### config.mk
export PLATFORM = sky130hd
export DESIGN_NAME = flop_cmp_arbiter
export DESIGN_NICKNAME = d
export VERILOG_FILES = /design/src/rtl/flop_cmp_arbiter.sv
export SDC_FILE = /design/constraint.sdc
export NUM_CORES = 1
export LEC_CHECK = 0
export BUFFER_PORTS_ARGS = -buffer_cell sky130_fd_sc_hd__clkbuf_2
export CAP_MARGIN = 25
export CELL_PAD_IN_SITES_DETAIL_PLACEMENT = 0
export CELL_PAD_IN_SITES_GLOBAL_PLACEMENT = 1
export CORE_MARGIN = 2
export CORE_UTILIZATION = 33
export CTS_CLUSTER_SIZE = 8
export DETAILED_ROUTE_END_ITERATION = 12
export HOLD_SLACK_MARGIN = 0.05
export MAX_ROUTING_LAYER = met4
export PLACE_DENSITY = 0.78
export SLEW_MARGIN = 10
export SYNTH_ARGS = -nofsm -noshare
export SYNTH_HDL_FRONTEND = slang
export SYNTH_SLANG_ARGS = --single-unit
### constraint.sdc
create_clock -name clk -period 4.4 [get_ports clk]
set_input_delay 0.22 -clock clk [delete_from_list [all_inputs] [get_ports clk]]
set_output_delay 0.22 -clock clk [all_outputs]
set_load 0.03 [all_outputs]
### src/rtl/flop_cmp_arbiter.sv
`default_nettype none
// ============================================================================
// Module      : flop_cmp_arbiter
// Description : Round-robin arbiter sharing one flop_greaterthan comparator
//               among N_REQ requesters. Optional equality result enabled by
//               the FLOP_CMP_EQUAL_EN macro.
// Revision    : 1.0 - initial release
// ============================================================================
module flop_cmp_arbiter #(
    parameter int N_REQ = 4,
    parameter int WIDTH = 13
) (
    input  logic                   clk,
    input  logic                   reset_n,
    input  logic [N_REQ-1:0]       req,
    input  logic [N_REQ*WIDTH-1:0] first_in,
    input  logic [N_REQ*WIDTH-1:0] second_in,
    output logic [N_REQ-1:0]       ack,
    output logic [N_REQ-1:0]       done,
    output logic                   result_greater,
    output logic [WIDTH-1:0]       cmp_first,
    output logic [WIDTH-1:0]       cmp_second,
    input  logic                   cmp_greater,
    output logic                   result_equal
);

    localparam int GW = (N_REQ > 1) ? $clog2(N_REQ) : 1;

    typedef enum logic [1:0] {
        S_IDLE    = 2'd0,
        S_COMPARE = 2'd1,
        S_DONE    = 2'd2
    } state_t;

    state_t             r_state;
    logic [GW-1:0]      r_last_grant;
    logic [N_REQ-1:0]   r_ack;
    logic [N_REQ-1:0]   r_done;
    logic               r_result_greater;
    logic [WIDTH-1:0]   r_cmp_first;
    logic [WIDTH-1:0]   r_cmp_second;

    state_t             w_state_nxt;
    logic [GW-1:0]      w_last_nxt;
    logic [N_REQ-1:0]   w_ack_nxt;
    logic [N_REQ-1:0]   w_done_nxt;
    logic               w_gt_nxt;
    logic [WIDTH-1:0]   w_first_nxt;
    logic [WIDTH-1:0]   w_second_nxt;
    logic               w_found;
    logic [GW-1:0]      w_grant;
    logic [GW:0]        w_idx;

    // Search upward from the requester after the last grant, wrapping at N_REQ.
    always_comb begin
        w_found = 1'b0;
        w_grant = '0;
        w_idx   = '0;
        for (int k = 1; k <= N_REQ; k++) begin
            w_idx = {1'b0, r_last_grant} + (GW+1)'(k);
            if (w_idx >= (GW+1)'(N_REQ)) begin
                w_idx = w_idx - (GW+1)'(N_REQ);
            end
            if (!w_found && req[w_idx[GW-1:0]]) begin
                w_found = 1'b1;
                w_grant = w_idx[GW-1:0];
            end
        end
    end

    always_comb begin
        w_state_nxt  = r_state;
        w_last_nxt   = r_last_grant;
        w_ack_nxt    = '0;
        w_done_nxt   = '0;
        w_gt_nxt     = r_result_greater;
        w_first_nxt  = r_cmp_first;
        w_second_nxt = r_cmp_second;
        case (r_state)
            S_IDLE: begin
                if (w_found) begin
                    w_first_nxt  = first_in[w_grant*WIDTH +: WIDTH];
                    w_second_nxt = second_in[w_grant*WIDTH +: WIDTH];
                    w_ack_nxt    = N_REQ'(1) << w_grant;
                    w_last_nxt   = w_grant;
                    w_state_nxt  = S_COMPARE;
                end
            end
            S_COMPARE: begin
                w_gt_nxt    = cmp_greater;
                w_done_nxt  = N_REQ'(1) << r_last_grant;
                w_state_nxt = S_DONE;
            end
            S_DONE: begin
                w_state_nxt = S_IDLE;
            end
            default: begin
                w_state_nxt = S_IDLE;
            end
        endcase
    end

    always_ff @(posedge clk or negedge reset_n) begin
        if (!reset_n) begin
            r_state          <= S_IDLE;
            r_last_grant     <= GW'(N_REQ - 1);
            r_ack            <= '0;
            r_done           <= '0;
            r_result_greater <= 1'b0;
            r_cmp_first      <= '0;
            r_cmp_second     <= '0;
        end else begin
            r_state          <= w_state_nxt;
            r_last_grant     <= w_last_nxt;
            r_ack            <= w_ack_nxt;
            r_done           <= w_done_nxt;
            r_result_greater <= w_gt_nxt;
            r_cmp_first      <= w_first_nxt;
            r_cmp_second     <= w_second_nxt;
        end
    end

`ifdef FLOP_CMP_EQUAL_EN
    logic r_result_equal;

    // Sampled alongside result_greater so requesters get >= from one compare.
    always_ff @(posedge clk or negedge reset_n) begin
        if (!reset_n) begin
            r_result_equal <= 1'b0;
        end else if (r_state == S_COMPARE) begin
            r_result_equal <= (r_cmp_first == r_cmp_second);
        end
    end

    assign result_equal = r_result_equal;
`else
    assign result_equal = 1'b0;
`endif

    assign ack            = r_ack;
    assign done           = r_done;
    assign result_greater = r_result_greater;
    assign cmp_first      = r_cmp_first;
    assign cmp_second     = r_cmp_second;

endmodule
`default_nettype wire

# --- After elaboration in Yosys (flattened, before gate mapping) ---
# Index checks and enable logic that the tools add are counted.
totals:
  inputBits: 111
  reg_bits: 39
  elab_cells: 63
  output_inout_bits: 36
op_classes:
  n_mux: 25
  n_eq_ne: 2
  mul: 1
  n_lt_le_gt_ge: 8
  n_shift: 4
  n_reduce_logical: 8
  n_addsub: 8
ops:
  columns: ["cell", "n"]
  rows:
  - ["$shiftx 52x7->13", 2]
  - ["$mux 2", 9]
  - ["$ge 3x3->1 const B", 4]
  - ["$lt 2x3->1 const B", 4]
  - ["$mux 4", 3]
  - ["$bmux 1 s2", 4]
  - ["$mux 1", 8]
  - ["$shl 1x2->4 const A", 2]
  - ["$sub 2x1->2 const B", 4]
  - ["$add 2x2->3 const B", 2]
  - ["$mul 2x4->6 const B", 1]
  - ["$pmux 2 s2", 1]
  - ["$add 2x1->3 const B", 1]
  - ["$add 2x3->3 const B", 1]
  - ["$logic_and 1x1->1", 3]
  - ["$logic_not 1->1", 3]
  - ["$eq 2x1->1 const B", 1]
  - ["$logic_not 2->1", 1]
  - ["$ne 2x2->1 const B", 1]
  - ["$reduce_and 2->1", 1]

# --- Longest topological paths before layout ---
# Gate-level depths: netlist (run 1).
logic_depth:
  depth_word: 18
  ltp_mapped: 13
  depth_no_buf: 8

# --- Worst setup path before layout (run 1) ---
# No wires, ideal clock.
synth_path:
  path_kind: "register to register"
  startpoint: "reg r_last_grant[0]"
  endpoint: "reg r_cmp_first[10] (netlist: cmp_first[10])"
  setup_time_ns: 0.126
  period_less_slack_ns: 3.623
  n_path_buf: 4
  required_ns: 4.274
  t_arrival_ns: 3.497
  stages_incl_launch_ff: 13
  slack_ns: 0.777
  path_cell_list: "dfstp_2 > buf_6 > buf_4 > clkinv_1 > clkbuf_1 > ha_1 > mux4_2 > a211o_1 > nand2_4 > o31ai_4 > buf_6 > mux2_4 > a221o_1"
synth_between:
  elab_chain_cells: 17
  word_cells_on_any_way: 41
  cone_classes: "8 x add/sub; 1 x mul; 4 x order compare; 1 x shift; 20 x mux; 7 x reduce/logical"
synth_lines:
  columns: ["item", "line_no", "source"]
  rows:
  - ["start: declaration", "36", "logic [GW-1:0] r_last_grant;"]
  - ["start signal: assignment", "106", "r_last_grant <= GW'(N_REQ - 1);"]
  - ["start signal: assignment", "114", "r_last_grant <= w_last_nxt;"]
  - ["$add 2x1->3", "60", "w_idx = {1'b0, r_last_grant} + (GW+1)'(k);"]
  - ["$ge 3x3->1 / $sub 2x1->2 (equally long branches)", "61, 62", null]
  - ["$mux 2", "61", "if (w_idx >= (GW+1)'(N_REQ)) begin"]
  - ["$bmux 1 s2", "64", "if (!w_found && req[w_idx[GW-1:0]]) begin"]
  - ["$mux 1 (not written as such)", "64", null]
  - ["$mux 1", "64", null]
  - ["$logic_not 1->1", "64", null]
  - ["$logic_and 1x1->1", "64", null]
  - ["$mux 1", "64", null]
  - ["$logic_not 1->1", "64", null]
  - ["$logic_and 1x1->1", "64", null]
  - ["$mux 1", "64", null]
  - ["$logic_not 1->1", "64", null]
  - ["$logic_and 1x1->1", "64", null]
  - ["$mux 2", "64", null]
  - ["$mul 2x4->6", "82", "w_first_nxt = first_in[w_grant*WIDTH +: WIDTH];"]
  - ["$shiftx 52x7->13", "82", null]
  - ["end signal: assignment", "118", "r_cmp_first <= w_first_nxt;"]
  - ["end: declaration", "40", "logic [WIDTH-1:0] r_cmp_first;"]
# Several ways; a longest one is shown, not always the timed one. The select of a mux whose other input is x is not followed.
# A chain may end at the register's enable or synchronous reset.

# --- Worst setup path after layout (run 1) ---
layout_path:
  startpoint: "reg r_last_grant[1]"
  endpoint: "reg r_cmp_first[2] (netlist: cmp_first[2])"
# Same word-level chain as after synthesis.

==> implementation parameters, run 1 <==
Parameter                              Value

Run status
  Outcome ... finished, final reports clean

Synth
  Most common cell in the netlist ... sky130_fd_sc_hd__nand2_1
  Avg Cell Area, Syn ... ~8.6 sq um
  Number of synthesized flops with an enable pin ... 0
  Top cell types by occurrence after synthesis ... 41 x sky130_fd_sc_hd__nand2_1, 37 x sky130_fd_sc_hd__and3_1, 37 x sky130_fd_sc_hd__dfrtp_1, 37 x sky130_fd_sc_hd__nor2_1, 24 x sky130_fd_sc_hd__clkbuf_1
  Flip-flop and latch count after synthesis ... 39
  Yosys top cell area share ... between 30% and 40%
  Cell area after technology mapping ... approximately 0.003 sq mm
  Top cells by area in the synthesized netlist ... sky130_fd_sc_hd__dfrtp_1 31%, sky130_fd_sc_hd__and3_1 7.8%, sky130_fd_sc_hd__mux2_4 7.1%
  Seq/Total Area, Yosys ... approximately a third
  Number of nets produced by synthesis ... 458
  Area leader, netlist ... sky130_fd_sc_hd__dfrtp_1
  Number of instances in the synthesized netlist ... about 340
  FFs w/ async S/R, synth ... 100%
  Yosys warning count ... 0
  Top_reg_cell synth ... sky130_fd_sc_hd__dfrtp_1
  Library cells used by synthesis ... 38

GRT
  Pin count of the biggest net entering global routing ... 53
  Met1 demand-to-capacity share in global routing ... 26.1%
  Overall routing resource usage ... 20.7%
  Most Used Layer, Global Route ... met2
  Routing usage on met2 ... 35.0%
  Global-route wire length before repair ... 15,900 um
  Number of global-route vias before repair ... 3,261
  Grt total ovfl ... 0
  Grt met3 use ... 3.97%
  Number of antenna violations at the first check in global routing ... 0

Worst setup path
  Required arrival time at the worst endpoint ... 4.59 ns
  Critical-path maximum fanout ... 23
  Startpoint of the worst register-to-register path ... r_last_grant[1]$_DFFE_PN1P_
  Category of the most critical setup path ... reg2reg
  Critical Path Source ... r_last_grant[1]$_DFFE_PN1P_
  Critical path data arrival time ... 3.90 ns
  Setup crit end kind ... register
  Kind of start point of the critical path ... register

STA
  # setup viols final ... 0
  RSZ-0062 raised after global routing ... false
  Worst hold slack ... 0.155 ns
  Final critical delay including setup and external delays ... between 3 and 4 ns
  Number of hold violations in the final report ... 0
  Worst rel slew slack ... 39.6%
  Maximum clock rate ... 269 MHz
  Final period util ... 84.5%
  Fin Setup TNS ... 0 ns
  Max Clock Skew ... between 0.01 and 0.015 ns
  Pin slew with the least headroom to its limit ... 0.903 ns
  Worst setup margin ... a little under 0.7 ns
  Pins over their slew limit ... 0

Drt
  Detailed-route vias per instance ... around 5.4
  Final ANT Viol Nets ... 0
  Total wirelength of the detailed-routed design ... 9770 um
  Number of remaining DRC errors ... 0
  First-pass iteration count of the detailed router ... 5
  Count of vias placed by the detailed router ... 3,176
  Iteration-0 DRC count of the detailed router ... 104
  WL/cell ... approximately 17 um

Floorplan
  Area of the core ... 0.00872 sq mm
  Area of the die ... 0.00973 sq mm
  DIE HEIGHT ... 98.7 um
  Number of cell rows ... 34
  Effective utilization at floorplan ... 33.9%
  Die Wd ... 98.7 um
  Total I/O pin count ... about 150

Placed design
  Input/output buffers ... 145
  Worst setup slack after placement ... 0.696 ns
  Placed instance area ... 0.00374 sq mm
  Routability cong. ... 0.832
  Half-perimeter wire length after detailed placement ... 7060 um

Power and ir drop
  Static Leak ... 2.08 nW
  Power density over the cells ... 852 mW/mm^2
  Worst ir drop on vdd ... between 0.3 and 0.4 mV

Clock network
  TritonCTS clock tree ... yes
  Number of clock sinks ... 39
  Library cell used as clock root buffer ... sky130_fd_sc_hd__clkbuf_8
  Number of buffers created by CTS ... 5
  Count of instances resized after the clock tree is built ... 0
  Clock insertion delay at the later pin of the skew report ... 0.30 ns
  CTS HTree Levels ... 2
  Clock transition at the registers of the reported paths ... ~0.08 ns
  Deepest clock path buffer count ... 2

Run
  Max Cap Viol ... 0

Final layout
  P&R area growth vs syn ... 32.2%
  # nets final ... 590
  Post-layout instance area ... 0.00391 sq mm
  Ratio of cells with drive above 1 in the final layout ... 39.5%
  Final Util ... 44.8%
  Antenna Cells ... 0

Min path
  Worst min-delay path class ... in2reg
  Worst min-delay path startpoint ... cmp_greater
==> sequential cells by signal (all words and copies together) (netlist names) <==
name	cells
ack	4
r_last_grant	2
cmp_first	13
done	4
cmp_second	13
result_greater	1
r_state	2
==> critical path, cell delays in order, from the launching register on <==
cell and delay (ns):
sky130_fd_sc_hd__dfstp_2 0.63, sky130_fd_sc_hd__inv_1 0.13, sky130_fd_sc_hd__ha_1 0.40, sky130_fd_sc_hd__mux4_2 0.56, sky130_fd_sc_hd__and2b_1 0.37, sky130_fd_sc_hd__o31ai_4 0.56
sky130_fd_sc_hd__buf_12 0.29, sky130_fd_sc_hd__mux2_2 0.35, sky130_fd_sc_hd__a221o_1 0.31
==> layout make-up <==
cell class                 instances  area, sq um
tap                              108          135
clock buffer                       6         82.6
inverter                           4         15.0
clock inverter                     2         35.0
multi-input combinational        269         1820
timing repair buffer             156          843
sequential                        39          978
fill                             892         4810
==> final timing paths <==
| kind | end | slack [ns] | cells after the start |
|---|---|---|---|
| worst max-delay path | cmp_first[2]$_DFFE_PN0P_ | 0.68 | 8 |
| max in group asynchronous | r_last_grant[0]$_DFFE_PN1P_ | 3.41 | 3 |
| min in group asynchronous | cmp_second[4]$_DFFE_PN0P_ | 0.41 | 2 |
| worst max register to register | cmp_first[2]$_DFFE_PN0P_ | 0.68 | 8 |
| worst min register to register | r_state[1]$_DFFE_PN0P_ | 0.49 | 1 |
| worst min-delay path | result_greater$_DFFE_PN0N_ | 0.16 | 2 |
==> layer usage <==
metal / share of wire [%] / vias to the layer above
met5: 0 / -
met4: 0.37 / 0
met3: 7.8 / 5
met2: 48 / 132
met1: 44 / 1518
li1: - / 1521
==> metrics by stage <==
stage | instances | power (mW)
2_1_floorplan | 343 | 2.44
3_3_place_gp | 573 | 2.97
3_5_place_dp | 573 | 3.02
4_1_cts | 581 | 3.35
5_1_grt | 584 | 3.60
6_report | 584 | 3.33
==> logic make-up (layout without fill, tap and decap cells) <==
group	count (synthesis)	after routing	share of synthesized area, %
simple gates	154	154	25.6
compound gates	74	74	18.0
flops	39	39	33.1
mux	35	35	15.6
buf+inv	35	168	5.50
fa+ha+maj	4	4	1.69
other cells	1	1	0.127
xor+xnor	1	1	0.296
==> power by group <==
group / switching [mW] / total, mW / internal (mW)
Combinational: 1.43 / 2.37 / 0.944
Sequential: 0.0943 / 0.635 / 0.541
Clock: 0.141 / 0.324 / 0.184
Total: 1.66 / 3.33 / 1.67
==> placed cells by master, fill, tap and decap left out, drive strengths merged, types with 11 or more instances in the layout <==
master / Yosys / routed
clkbuf: 24 / 151
nand2: 42 / 42
and3: 37 / 37
dfrtp: 37 / 37
nor2: 37 / 37
o21ai: 17 / 17
mux2: 17 / 17
mux2i: 15 / 15
nor4: 15 / 15
a221o: 15 / 15
a21oi: 14 / 14
o211ai: 12 / 12
o31ai: 12 / 12
nand3: 11 / 11
==> timing repair <==
item / in CTS / in global routing
hold buffers: 0 / 1
buffers inserted: 0 / 0
hold endpoints to repair: 0 / 16
(Power assumes the default switching activity.)
==> run 2: changes to the inputs <==
Settings changed: CORE_UTILIZATION 33 to 30, PLACE_DENSITY 0.78 to 0.75.
Clock period 4.4 ns to 3.2 ns, I/O delays scaled along.
==> implementation parameters, run 2 (same netlist as run 1, synthesis figures left out) <==
Parameter                              Value

STA
  Worst rel slew slack ... 47.0% (+7.4 points)
  Final period util ... 97.2% (+13 points)
  RSZ-0062 raised after global routing ... false
  Worst setup margin ... 0.0903 ns (-0.594 ns)
  Max Clock Skew ... 0.00862 ns (-0.00300 ns)
  Fin Setup TNS ... 0 ns (unchanged)
  Pin slew with the least headroom to its limit ... 0.789 ns (-0.114 ns)
  Pins over their slew limit ... 0 (unchanged)
  Final critical delay including setup and external delays ... 3.11 ns (-0.606 ns)
  # setup viols final ... 0 (unchanged)
  Maximum clock rate ... 322 MHz (+19%)
  Number of hold violations in the final report ... 0 (unchanged)

GRT
  Overall routing resource usage ... 18.9% (-1.7 points)
  Number of global-route vias before repair ... 3,077 (-5.6%)
  Global-route wire length before repair ... 15,400 um (-2.8%)
  Grt total ovfl ... 0 (unchanged)
  Pin count of the biggest net entering global routing ... 30 (-43%)
  Number of antenna violations at the first check in global routing ... 0 (unchanged)

Power and ir drop
  Logic pwr share ... 72.7% (+1.5 points)
  Power density over the cells ... 1180 mW/mm^2 (+39%)
  Net switching fraction of the power ... 49.1% (-0.80 points)
  Overall Power ... 4.80 mW (+44%)
  Proportion of power drawn by flip-flops and latches ... 18.1% (-1.0 points)
  Static Leak ... 2.13 nW (+2.5%)
  Clock power frac ... 9.2% (-0.5 points)
  Sw Pwr ... 2.35 mW (+42%)
  Total internal power ... 2.44 mW (+46%)
  Worst ir drop on vdd ... 0.504 mV (+54%)

Worst setup path
  Startpoint of the worst register-to-register path ... r_last_grant[0]$_DFFE_PN1P_
  Critical-path maximum fanout ... 24 (+4.3%)
  Kind of start point of the critical path ... register
  Worst stage delay on the critical path ... 0.60 ns (-0.03 ns)
  Required arrival time at the worst endpoint ... 3.38 ns (-1.21 ns)
  Cells along the critical path ... clkinv_8 > ha_4 > mux4_2 > and2b_2 > o31ai_4 > buf_12 > mux2_4 > a221o_1
  Highest-delay cell along the critical path ... sky130_fd_sc_hd__dfstp_2
  Critical path data arrival time ... 3.29 ns (-0.61 ns)
  Worst setup slack for register-to-register paths ... 0.09 ns (-0.59 ns)
  Setup crit end kind ... register
  Category of the most critical setup path ... reg2reg
  End of the worst register-to-register path ... cmp_second[4]$_DFFE_PN0P_
  Worst reg-to-reg path cell count ... 8 (unchanged)
  Critical Path Source ... r_last_grant[0]$_DFFE_PN1P_

Final layout
  Commonest non-fill, non-tap cell in the layout ... sky130_fd_sc_hd__clkbuf_2
  Antenna Cells ... 0 (unchanged)
  # nets final ... 599 (+1.5%)
  Fillers ... 981 (+10%)
  Ratio of cells with drive above 1 in the final layout ... 41.4% (+1.9 points)
  P&R area growth vs syn ... 36.9%
  Final Util ... 41.8% (-3.0 points)
  Commonest non-fill, non-tap cells in the layout ... 145 x sky130_fd_sc_hd__clkbuf_2, 40 x sky130_fd_sc_hd__nand2_1, 37 x sky130_fd_sc_hd__and3_1, 37 x sky130_fd_sc_hd__dfrtp_1, 36 x sky130_fd_sc_hd__nor2_1

Floorplan
  Area of the die ... 0.0107 sq mm (+9.6%)
  Total I/O pin count ... 147 (unchanged)
  Area of the core ... 0.00968 sq mm (+11%)
  Number of cell rows ... 36 (+5.9%)
  Effective utilization at floorplan ... 30.5% (-3.4 points)
  DIE HEIGHT ... 103 um (+4.7%)
  Die Wd ... 103 um (+4.7%)

Clock network
  Number of clock sinks ... 39 (unchanged)
  Clock insertion delay at the later pin of the skew report ... 0.30 ns (about the same)
  Post-CTS setup buffers ... 0 (unchanged)
  Clock transition at the registers of the reported paths ... 0.08 ns (about the same)
  Deepest clock path buffer count ... 2 (unchanged)
  Library cell used as clock root buffer ... sky130_fd_sc_hd__clkbuf_8
  Number of buffers created by CTS ... 5 (unchanged)
  CTS HTree Levels ... 2 (unchanged)
  TritonCTS clock tree ... yes

Drt
  Detailed-route vias per instance ... 5.11 (-6.0%)
  WL/cell ... 16.2 um (-3.2%)
  Iteration-0 DRC count of the detailed router ... 184 (+77%)
  Number of remaining DRC errors ... 0 (unchanged)
  Final ANT Viol Nets ... 0 (unchanged)
  Total wirelength of the detailed-routed design ... 10,000 um (+2.5%)
  First-pass iteration count of the detailed router ... 4 (-1)
  Count of vias placed by the detailed router ... 3,159 (-0.54%)

Run
  Max Cap Viol ... 0 (unchanged)

Placed design
  Input/output buffers ... 145 (unchanged)
  Routability cong. ... 0.829 (-0.46%)
  Worst setup slack after placement ... 0.0867 ns (-0.610 ns)
  Half-perimeter wire length after detailed placement ... 7200 um (+2.0%)

Min path
  Worst min-delay path class ... in2reg
  Hold Crit Endpoint ... result_greater$_DFFE_PN0N_
  Worst min-delay path startpoint ... cmp_greater
  Hold Crit Depth ... 2 (unchanged)

Run status
  Outcome ... finished, final reports clean
-- run 2: cell types whose count changed in the layout (fill, tap and decap cells not counted), sizes merged --
cell / change
buf: +9
-- run 2: through the flow --
step,instances,instance area (sq um),hold WS (ns)
6_report,618,4050,0.102
5_1_grt,618,4050,0.103
4_1_cts,618,4050,0.101
3_5_place_dp,609,3920,0.205
3_3_place_gp,608,3890,0.394
2_1_floorplan,343,3020,-0.136
-- run 2: area by class of cell --
type	count	area [sq um]	area share (%)
Multi-Input combinational cell	269	1830	45.3
Sequential cell	39	978	24.2
Timing Repair Buffer	165	923	22.8
Tap cell	133	166	4.11
Clock buffer	6	82.6	2.04
Clock inverter	2	35.0	0.866
Inverter	4	27.5	0.680
-- run 2: routing by layer --
| layer | vias to the layer above | global-route usage [%] | routed length [um] |
|---|---|---|---|
| met2 | 143 | 32.8 | 5000 |
| li1 | 1538 | - | - |
| met1 | 1463 | 23.0 | 4130 |
| met3 | 15 | 2.28 | 637 |
| met5 | - | - | 0 |
| met4 | 0 | 5.77 | 233 |
-- run 2: worst max path at each step --
stage	end	slack [ns]	cells after the start
after CTS	cmp_second[1]$_DFFE_PN0P_	0.08	8
after detailed placement	cmp_first[2]$_DFFE_PN0P_	0.09	7
after global placement	cmp_second[7]$_DFFE_PN0P_	0.18	8
after floorplan	cmp_second[2]$_DFFE_PN0P_	-0.08	11
final	cmp_second[4]$_DFFE_PN0P_	0.09	8
after global routing	cmp_second[7]$_DFFE_PN0P_	0.005	8
-- run 2: worst max-delay path: cells and delay by family, from the launching register on --
family,cells,cell delay [ns]
simple gates,1,0.25
flops,1,0.60
mux,2,0.88
fa+ha+maj,1,0.29
compound gates,2,0.66
buf+inv,2,0.32
-- run 2: what timing repair did --
item                                    4_1_cts  5_1_grt
hold buffers                                  1        0
resized for setup                             0        1
endpoints found under the hold margin        19        0
endpoints found under the setup margin        0       26
-- run 2: power groups by stage --
stage / logic, mW / registers, mW / clock network [mW]
after CTS: 3.50 / 0.869 / 0.454
after global placement: 3.41 / 0.878 / 0
final: 3.48 / 0.868 / 0.443
after detailed placement: 3.48 / 0.878 / 0
after floorplan: 2.20 / 1.25 / 0
after global routing: 3.79 / 0.895 / 0.475
